--- src/rtl/matrix_pkg.sv ---
// matrix_pkg: shared matrix geometry, scan-order encodings and the JPEG zigzag table.
package matrix_pkg;
  localparam int MAT_N = 8;
  localparam int MAT_SIZE = 64;
  typedef enum logic [1:0] {SCAN_RASTER, SCAN_TRANSPOSE, SCAN_ZIGZAG} scan_t;
  typedef enum logic {RD_IDLE, RD_STREAM} rd_state_t;
  localparam logic [5:0] ZIGZAG [MAT_SIZE] = '{
    6'd0,  6'd1,  6'd8,  6'd16, 6'd9,  6'd2,  6'd3,  6'd10,
    6'd17, 6'd24, 6'd32, 6'd25, 6'd18, 6'd11, 6'd4,  6'd5,
    6'd12, 6'd19, 6'd26, 6'd33, 6'd40, 6'd48, 6'd41, 6'd34,
    6'd27, 6'd20, 6'd13, 6'd6,  6'd7,  6'd14, 6'd21, 6'd28,
    6'd35, 6'd42, 6'd49, 6'd56, 6'd57, 6'd50, 6'd43, 6'd36,
    6'd29, 6'd22, 6'd15, 6'd23, 6'd30, 6'd37, 6'd44, 6'd51,
    6'd58, 6'd59, 6'd52, 6'd45, 6'd38, 6'd31, 6'd39, 6'd46,
    6'd53, 6'd60, 6'd61, 6'd54, 6'd47, 6'd55, 6'd62, 6'd63
  };
endpackage

--- src/rtl/scan_order_rom.sv ---
// scan_order_rom: maps a scan position to the raster index for the selected order.
module scan_order_rom
  import matrix_pkg::*;
(
  input  scan_t      order,
  input  logic [5:0] cnt,
  output logic [5:0] index
);
  // transpose swaps the row and column fields of the scan position
  always_comb
    index = order == SCAN_TRANSPOSE ? {cnt[2:0], cnt[5:3]} :
            order == SCAN_ZIGZAG    ? ZIGZAG[cnt] : cnt;
endmodule

--- src/rtl/matrix_scan_buffer.sv ---
// matrix_scan_buffer: two-bank ping-pong capture of 8x8 matrices, re-emitted in a
// raster, transpose or zigzag scan over a valid/ready stream.
module matrix_scan_buffer
  import matrix_pkg::*;
#(
  parameter int DATA_W = 8,
  parameter int ORDER  = 0
) (
  input  logic              clk,
  input  logic              reset,
  input  logic              in_valid,
  input  logic [DATA_W-1:0] in_data,
  output logic              in_ready,
  output logic              out_valid,
  output logic [DATA_W-1:0] out_data,
  output logic [5:0]        out_index,
  output logic              out_last,
  input  logic              out_ready,
  output logic [1:0]        bank_full
);
  localparam scan_t ORD = scan_t'(ORDER[1:0]);
  logic [DATA_W-1:0] mem [2][MAT_SIZE];
  logic [1:0] full;
  logic wr_bank, rd_bank, wr_en, rd_en, wr_done, rd_done;
  logic [5:0] wr_cnt, rd_cnt, scan_idx;
  rd_state_t state, state_nx;
  scan_order_rom u_rom (.order(ORD), .cnt(rd_cnt), .index(scan_idx));
  assign in_ready  = !full[wr_bank];
  assign bank_full = full;
  assign wr_en     = in_valid && in_ready;
  assign rd_en     = out_valid && out_ready;
  assign wr_done   = wr_en && wr_cnt == 6'd63;
  assign rd_done   = rd_en && rd_cnt == 6'd63;
  always_ff @(posedge clk)
    if (wr_en) mem[wr_bank][wr_cnt] <= in_data;
  // counters wrap naturally, so rd_cnt is already 0 whenever the reader idles
  always_ff @(posedge clk or posedge reset)
    if (reset) begin
      full    <= 2'b00;
      wr_bank <= 1'b0;
      rd_bank <= 1'b0;
      wr_cnt  <= 6'd0;
      rd_cnt  <= 6'd0;
    end else begin
      if (wr_en) wr_cnt <= wr_cnt + 6'd1;
      if (wr_done) wr_bank <= !wr_bank;
      if (rd_en) rd_cnt <= rd_cnt + 6'd1;
      if (rd_done) rd_bank <= !rd_bank;
      full <= (full | ({1'b0, wr_done} << wr_bank)) & ~({1'b0, rd_done} << rd_bank);
    end
  always_ff @(posedge clk or posedge reset)
    if (reset) state <= RD_IDLE;
    else state <= state_nx;
  always_comb
    state_nx = state == RD_IDLE ? (full[rd_bank] ? RD_STREAM : RD_IDLE)
                                : (rd_done ? RD_IDLE : RD_STREAM);
  always_comb begin
    out_valid = state == RD_STREAM;
    out_last  = out_valid && rd_cnt == 6'd63;
    out_index = scan_idx;
    out_data  = mem[rd_bank][scan_idx];
  end
endmodule

--- config.mk ---
export PLATFORM = sky130hd
export DESIGN_NAME = matrix_scan_buffer
export DESIGN_NICKNAME = d
export VERILOG_FILES = /design/src/rtl/matrix_pkg.sv /design/src/rtl/scan_order_rom.sv /design/src/rtl/matrix_scan_buffer.sv
export SDC_FILE = /design/constraint.sdc
export NUM_CORES = 1
export LEC_CHECK = 0
export ABC_AREA = 1
export BUFFER_PORTS_ARGS = -buffer_cell sky130_fd_sc_hd__buf_2
export CORE_MARGIN = 1.5
export CORE_UTILIZATION = 33
export DETAILED_ROUTE_END_ITERATION = 6
export PLACE_DENSITY = 0.55
export SLEW_MARGIN = 30
export SYNTH_ARGS = -nofsm -noshare
export SYNTH_HDL_FRONTEND = slang
export SYNTH_SLANG_ARGS = --single-unit
--- constraint.sdc ---
create_clock -name clk -period 2.05 [get_ports clk]
set_input_delay 0.205 -clock clk [delete_from_list [all_inputs] [get_ports clk]]
set_output_delay 0.205 -clock clk [all_outputs]
set_load 0.01 [all_outputs]
======== Yosys cells after proc, flatten, opt, wreduce, memory -nomap -nowiden ========
Memories as Yosys holds them, arrays and structs flattened.
Cells that the tools add are included.
operators by class
  $add $sub $neg .......................... 2
  magnitude comparators ................... 5
  eq/ne operators ......................... 2
  shift-type cells ........................ 2
  multiplexer cells ....................... 14
  bitwise logic cells ..................... 5
  reductions and logical operators ........ 9
operators by type and width
  operator               count
  $mux W512              1
  $bmux W8 S6            1
  $demux W8 S6           1
  $mux W8                3
  $ge A7 B7 Y1 const B   2
  $not A6 Y7             2
  $add A6 B1 Y6 const B  2
  $eq A6 B6 Y1 const B   2
  $mux W1                8
  $lt A7 B1 Y1 const B   1
  $logic_and A1 B1 Y1    6
  $lt A1 B2 Y1 const B   2
  $shl A1 B1 Y2          2
  $logic_not A1 Y1       3
  $and A2 B2 Y2          1
  $not A2 Y2             1
  $or A2 B2 Y2           1
storage, ports and cells
  bits in registers ....................... 17
  bits in writable memories ............... 1,024
  word-level logic and storage cells ...... 46
  memories ................................ 1
memory list
  name  depth  width  rd ports  clocked after memory_dff  wr ports  RTL line                  RTL
  mem   2      512    1         0                         1         matrix_scan_buffer.sv:22  logic [DATA_W-1:0] mem [2][MAT_SIZE];

======== Logic depth before layout (Yosys ltp) ========
Gate-level depths: netlist (run 1).
  depth in word-level cells ............... 8
  gate-level depth with buffers ........... 17

======== Modules after synthesis ========
A second synthesis (run 1) with hierarchy kept.
unflattened totals
  cell total of the unflattened synthesis .. 3,860
  area, all modules ....................... 43,694.4 µm²
modules (own cells, without submodules)
  module              instances  cells each  area an instance (µm²)  seq. area each (µm²)
  matrix_scan_buffer  1          3,689       42,802.3                31,174.9
  scan_order_rom      1          171         892.1                   0.0

======== Worst setup path before layout (run 1) ========
No wires, ideal clock.
  kind .................................... register to register
  from .................................... register full[1] (netlist: bank_full[1])
  to ...................................... memory mem[0][328] in the netlist's numbering (enable)
  arrival time ............................ 2.013 ns
  path slack .............................. -0.346 ns
  stages on the path, launching flop included .. 7
  path buffers ............................ 1
  clock period less this slack ............ 2.396 ns
  path through ............................ dfrtp_1 > o21ai_2 > nand2_2 > inv_1 > nand4_2 > buf_2 > nor3_1
on the way
  word-level cells in the longest chain between the ends .. 6
ends and longest elaborated chain
  item                                        RTL line                  RTL
  start: declaration                          matrix_scan_buffer.sv:23  logic [1:0] full;
  start signal: assignment                    matrix_scan_buffer.sv:49  full <= (full | ({1'b0, wr_done} << wr_bank)) & ~({1'b0, rd_done} << rd_bank);
  $mux W1 (implied by the code) (2 in a row)  matrix_scan_buffer.sv:28  assign in_ready = !full[wr_bank];
  $logic_not A1 Y1                            matrix_scan_buffer.sv:28
  via in_ready                                matrix_scan_buffer.sv:13  output logic in_ready,
  $logic_and A1 B1 Y1                         matrix_scan_buffer.sv:30  assign wr_en = in_valid && in_ready;
  $mux W1                                     matrix_scan_buffer.sv:35  if (wr_en) mem[wr_bank][wr_cnt] <= in_data;
  $mux W512 (implied by the code)             matrix_scan_buffer.sv:35
  end: declaration                            matrix_scan_buffer.sv:22
The timed path passes the listed nets, and every way through them passes these cells. The select of a mux whose other input is x is not followed.

======== Worst setup path after layout (run 1) ========
  from .................................... register rd_bank
  to ...................................... output port out_data[2]
on the way
  word-level cells in the longest chain between the ends .. 4
ends and longest elaborated chain
  item                                        RTL line                  RTL
  start: declaration                          matrix_scan_buffer.sv:24  logic wr_bank, rd_bank, wr_en, rd_en, wr_done, rd_done;
  start signal: assignment                    matrix_scan_buffer.sv:48  if (rd_done) rd_bank <= !rd_bank;
  $mem_v2 Z2 W512                             --
  $bmux W8 S6                                 matrix_scan_buffer.sv:61  out_data = mem[rd_bank][scan_idx];
  $mux W8 (implied by the code) (2 in a row)  matrix_scan_buffer.sv:61
  end: declaration                            matrix_scan_buffer.sv:15  output logic [DATA_W-1:0] out_data,
No other way between the ends. The select of a mux whose other input is x is not followed.

==> results of run 1 <==
[per-stage QoR]
stage	std cells	cell area [sq um]	setup slack, ps
6_report	6569	58600	-1190
3_5_place_dp	6268	50400	-997
4_1_cts	6545	57100	-1200
3_3_place_gp	6268	50400	-1030
5_1_grt	6569	58600	-1330
2_1_floorplan	4268	44800	-187
[timing repair]
action                      CTS  global route
hold buffers                  6             0
pin swaps                    97            92
hold endpoints to repair     43             0
cloned                       24             2
setup endpoints to repair  1034          1035
setup buffers                52            31
resized for setup           565           314
[final timing paths]
path                            slack [ps]                    end  depth (start not counted)
min in group asynchronous              230  rd_cnt[5]$_DFFE_PP0P_                          3
worst min register to register         690  rd_cnt[2]$_DFFE_PP0P_                          2
worst max-delay path                 -1190            out_data[2]                         14
worst max register to register        -290  mem[0][501]$_DFFE_PP_                         10
worst min-delay path                    20  mem[1][482]$_DFFE_PP_                          2
max in group asynchronous             1270    rd_bank$_DFFE_PP0N_                          3
[area by class of cell]
class	instances	area [sq um]
Tap cell	1768	2210
Fill cell	12378	75200
Timing Repair inverter	2	32.5
Multi-Input combinational cell	2594	13300
Clock inverter	63	500
Clock buffer	134	2840
Sequential cell	1041	31200
Timing Repair Buffer	562	6950
Inverter	405	1570
[flip-flops by register name, indices dropped and copies added (netlist names)]
register,cells
out_valid,1
mem,1024
bank_full,2
wr_cnt,6
wr_bank,1
rd_cnt,6
rd_bank,1
[worst register-to-register path, cell delays in order, from the launching register on]
cell and delay, ps:
dfrtp_4 500, inv_6 80, nand2_4 50, o21ai_4 100, nand2_4 170, buf_12 190, nor4_4 320, buf_12 280
nand2_8 100, nor2_4 110, buf_6 150
[cells in the mapped netlist (all sizes together)]
cell / n / area share
dfrtp: 17 / 0.0095
a21oi: 16 / 0.0018
o21ai: 199 / 0.022
a22oi: 1 / 0.00017
nand3: 429 / 0.048
nand4: 1 / 0.00028
and3: 1 / 0.00014
nand2: 1321 / 0.11
xor2: 8 / 0.0016
nor2: 586 / 0.049
nor3: 25 / 0.0030
buf: 167 / 0.022
nor4: 4 / 0.0019
edfxtp: 1024 / 0.69
inv: 400 / 0.034
clkbuf: 61 / 0.0051
ha: 2 / 0.00056
clkinv: 5 / 0.00042
a2bb2oi: 1 / 0.00020
[logic make-up (layout without fill, tap and decap cells)]
logic type,after synthesis,after routing,synth area share
xor+xnor,8,8,0.00157
compound gates,217,217,0.0245
buf+inv,633,1166,0.0614
fa+ha+maj,2,2,0.000560
simple gates,2367,2367,0.214
flops,1041,1041,0.698
[power by group]
part	leakage, nW	internal (W)	switching (W)
Combinational	12.0	0.000101	0.000448
Sequential	9.38	0.0234	0
Clock	1.64	0.0108	0.00812
[routing by layer]
metal,GRT usage,wire [microns],up-vias
met5,0,0,-
met4,0.0557,3660,0
met3,0.0389,9660,200
met2,0.307,62300,993
met1,0.262,57500,15570
li1,-,-,15018
==> metrics.yaml, run 1 <==
worstPathMaxFanout: 12
track_usage: 0.192
status: "complete, but fails checks"
timing.final.max_slew_violations: 0
clock-root-buffer: "clkbuf_16"
timing.final.crit_period_ps: 3240
die-area_sq_um: 138000
core_area_sq_um: 134000
cp_num_buf_inv: 6
gp_routability_congestion: 0.878
critPathLaunch: "rd_bank$_DFFE_PP0N_"
post_synth.cell_area_avg_sq_um: 10.5
dieHeight_microns: 371
number_of_standard_cells_after_synthesis: 4268
grt_pass1_vias: 31117
grt_setup_unrepaired: "true"
hold_path.class: "in -> reg"
insertedDiodeCount: 0
slowest_delay_ps: 460
final.period_utilization: 1.58
setup_slack_ps: -1190
cellLeakagePower_nw: 23.0
whs_ps: 20.9
p_per_area_nw_per_um2: 731
worstSetupEndpointType: "primary output"
start_util: 0.334
max-vdd-ir-drop_mv: 0.697
synth_cell_types: 29
port_buffers: 30
clk_pin_slew_worst_paths_ps: 70
post_route_cells_drive_above_1_share: 0.229
cts_buffer_depth: 3
totalNegativeSetupSlack_ps: -169540
grt_max_degree: 100
final_net_count: 4728
hold_violations: 0
detail_route.wirelength_microns: 133000
worst_slew_margin_rel: 0.381
failing_checks: "setup timing"
final_util: 0.438
numCtsBuffers: 108
num_vias: 31781
mostFrequentLayoutCell: "nand2_1"
floorplan.die.width_microns: 371
crit_top_cell: "buf_4"
clock_latency_ps: 690
final_cell_mix: "nand2_1, edfxtp_1, nor2_1"
floorplan.rows: 134
cts_max_level: 3
timing_worst_slew_pin_value_ps: 929
drt_drc_violations_left: 0
grt_first_pass_wirelength_microns: 197000
final.setup_skew_ps: 18.7
syn2layout_area_growth_pct: 31.1
synth_nets: 4282
cpLargestDelayFamily: "buffers and inverters"
tritoncts: "built"
drt_pass1_iterations: 6
r2r_start: "wr_bank$_DFFE_PP0N_"
global_route.overflow_total: 0
min_delay_src: "in_data[2]"
wire_per_inst_microns: 20.3
fmax_mhz: 308
cp.arrival_ps: 3040
crit_path_cell_trace: "buf_12 -> clkinv_8 -> bufbuf_16 -> buf_4 -> o21ai_0 -> nand3_1 -> nand3_2 -> nand2_2 -> nand2_1 -> nor2_1 -> buf_4 -> nor2_4 -> nor2_1 -> buf_4"
synth_warnings: 0
viasPerCell: 4.84
detailedRoute.firstIterationViolations: 2869
seq_cells_post_synth: 1041
hpwl_microns: 80700
ys_seq_area_frac: 0.698
grt_antenna_before_repair: 3
clkSinkCount: 1041
fin_total_pwr_w: 0.0428
io-pin-count: 31
cp.required_ps: 1850
post_synth_instance_area_sq_um: 44700
postRouteAntennaNets: 0
critPathLaunchType: "register"
worst_path_max_delay_cell: "dfrtp_4"
path_class: "reg -> out"
timing.final.setup_violations: 1026
number_of_maximum_capacitance_constraint_violations: 0
(Power assumes the default switching activity.)
==> inputs of run 2 (changes only) <==
- MAX_ROUTING_LAYER: not set -> met4
- PLACE_DENSITY: 0.55 -> 0.53
- clock period: 2.05 -> 3.5 ns (I/O delays scaled with it)
==> metrics.yaml, run 2 (synthesis gave the netlist of run 1 again) <==
r2r_start: "wr_bank$_DFFE_PP0N_"
clock_power_share: 0.448  # +0.007
global_route.overflow_total: 0  # unchanged
dr_wl_met3_microns: 8370  # -13%
grt_first_pass_wirelength_microns: 190000  # -3.4%
p_per_area_nw_per_um2: 485  # -34%
clkSinkCount: 1041  # unchanged
tritoncts: "built"
totalNegativeSetupSlack_ps: 0  # +169540 ps
cp_num_buf_inv: 4  # -2
viasPerCell: 4.87  # +0.74%
endpoint_of_the_worst_hold_timing_path: "mem[0][443]$_DFFE_PP_"
switching_power_w: 0.00511  # -40%
top_signal_layer_used: "met4"
timing.final.max_slew_violations: 0  # unchanged
whs_path_depth: 1  # -1
hold_path.class: "in -> reg"
post_route_cells_drive_above_1_share: 0.106  # -0.124
timing.final.crit_period_ps: 3500
cts_buffer_depth: 3  # unchanged
cts_max_level: 3  # unchanged
min_delay_src: "in_data[3]"
syn2layout_area_growth_pct: 16.8
final.period_utilization: 0.999
place_inst: 5988  # -4.5%
p_sw_frac: 0.202  # +0.00173
die-area_sq_um: 138000  # unchanged
r2r.worst_path.cells: 9  # -1
grt_antenna_before_repair: 5  # +2
final_net_count: 4384  # -7.3%
largest_register_ff_count: 1024  # unchanged
gp_routability_congestion: 0.865  # -1.5%
hold_violations: 0  # unchanged
fmax_mhz: 286
worstSetupEndpointType: "primary output"
drt_drc_violations_left: 0  # unchanged
route.met2.wl_microns: 62000  # -0.51%
share_comb_of_total_power: 0.011  # -0.002
final_cell_mix: "nand2_1, edfxtp_1, nor2_1"
routedLengthMet1_microns: 58300  # +1.3%
clock-root-buffer: "clkbuf_16"
register_to_register_setup_slack_ps: 420  # +710 ps
final_util: 0.390  # -0.0477
finalNonFillerCells: 6232  # -5.1%
wire_per_inst_microns: 21.2  # +4.8%
path_class: "reg -> out"
floorplan.die.width_microns: 371  # unchanged
internal_power_w: 0.0202  # -41%
numCtsBuffers: 107  # -0.93%
dieHeight_microns: 371  # unchanged
final.setup_skew_ps: 14.2  # -4.51 ps
cp.required_ps: 3150  # +1300 ps
detail_route.wirelength_microns: 132000  # -0.60%
track_usage: 0.193  # +0.00158
clock_latency_ps: 710  # +20 ps
core_area_sq_um: 134000  # unchanged
timing_worst_slew_pin_value_ps: 966  # +36.7 ps
critical_path.reg2reg.endpoint: "mem[0][281]$_DFFE_PP_"
start_util: 0.334  # unchanged
status: "complete, no violations"
max-vdd-ir-drop_mv: 0.356  # -49%
grt_setup_unrepaired: "true"
max_flop_register: "mem"
critPathLaunchType: "register"
power.share.sequential: 0.541  # -0.005
floorplan.rows: 134  # unchanged
crit_path_cell_trace: "buf_4 -> clkbuf_16 -> buf_16 -> nor2_1 -> nor2_1 -> o21ai_0 -> nand3_1 -> nand3_2 -> nand2_1 -> nand2_1 -> nand3_1 -> nor2_4 -> nor2_4 -> buf_2"
cellLeakagePower_nw: 20.3  # -12%
slowest_delay_ps: 520  # +60 ps
grt_max_degree: 112  # +12%
detailedRoute.firstIterationViolations: 3080  # +7.4%
io-pin-count: 31  # unchanged
clk_pin_slew_worst_paths_ps: 60  # about the same
cpLargestDelayFamily: "simple AND/OR/NAND/NOR gates"
worst_slew_margin_rel: 0.356  # -0.0245
port_buffers: 30  # unchanged
fin_total_pwr_w: 0.0253  # -41%
number_of_maximum_capacitance_constraint_violations: 0  # unchanged
hpwl_microns: 71500  # -11%
grt_pass1_vias: 28703  # -7.8%
timing.final.setup_violations: 0  # -100%
worstPathMaxFanout: 25  # +13
worst_path_max_delay_cell: "dfrtp_4"
num_vias: 30375  # -4.4%
top_flop_regs: "mem (1024), rd_cnt (6), wr_cnt (6)"
drt_pass1_iterations: 5  # -1
postRouteAntennaNets: 0  # unchanged
cp.arrival_ps: 3150  # +110 ps
mostFrequentLayoutCell: "nand2_1"
==> run 2: per-layer routing <==
layer | vias up | track usage
li1 | 14269 | -
met1 | 14944 | 0.255
met2 | 978 | 0.301
met3 | 184 | 0.0326
met4 | 0 | 0.0660
met5 | - | -
==> run 2: what timing repair did <==
| action | CTS | global route |
|---|---|---|
| setup buffers | 10 | 1 |
| gates resized for setup | 65 | 105 |
| hold endpoints to repair | 18 | 0 |
| hold buffers | 2 | 0 |
| setup endpoints to repair | 8 | 8 |
| gates cloned | 16 | 11 |
| pin swaps | 3 | 18 |
==> run 2: how the worst max path moves through the flow <==
| stage | from | to | slack [ps] | cells past startpoint |
|---|---|---|---|---|
| floorplan | bank_full[1]$_DFF_PP0_ | mem[0][328]$_DFFE_PP_ | 1100 | 6 |
| global placement | rd_bank$_DFFE_PP0N_ | out_data[0] | 300 | 11 |
| detailed placement | rd_bank$_DFFE_PP0N_ | out_data[0] | 310 | 11 |
| CTS | rd_bank$_DFFE_PP0N_ | out_data[0] | -40 | 13 |
| global route | rd_bank$_DFFE_PP0N_ | out_data[5] | -40 | 14 |
| finish | rd_bank$_DFFE_PP0N_ | out_data[7] | 3 | 14 |
==> run 2: stage by stage <==
stage	instance area, sq um	hold WS, ps	setup slack (ps)
after global routing	52200	27.1	-38.8
after floorplan	44700	276	1100
after global placement	47400	573	298
after detailed placement	47400	579	310
final	52200	50.0	2.82
after CTS	51500	96.5	-43.9
==> run 2: final cells by class <==
type	instances	area, sq um
antenna	3	7.51
inverter	405	1570
multi-input combinational	2594	11100
sequential	1041	31200
fill	12938	81600
timing repair buffer	212	2510
tap	1768	2210
clock inverter	63	581
clock buffer	137	2850
timing repair inverter	9	156
==> run 2: power groups by stage <==
stage	logic, W	clock network (W)	registers [W]
after floorplan	0.00000299	0	0.0140
after global placement	0.000271	0	0.0139
after detailed placement	0.000279	0	0.0139
after CTS	0.000281	0.0115	0.0137
after global routing	0.000296	0.0119	0.0137
final	0.000277	0.0113	0.0137
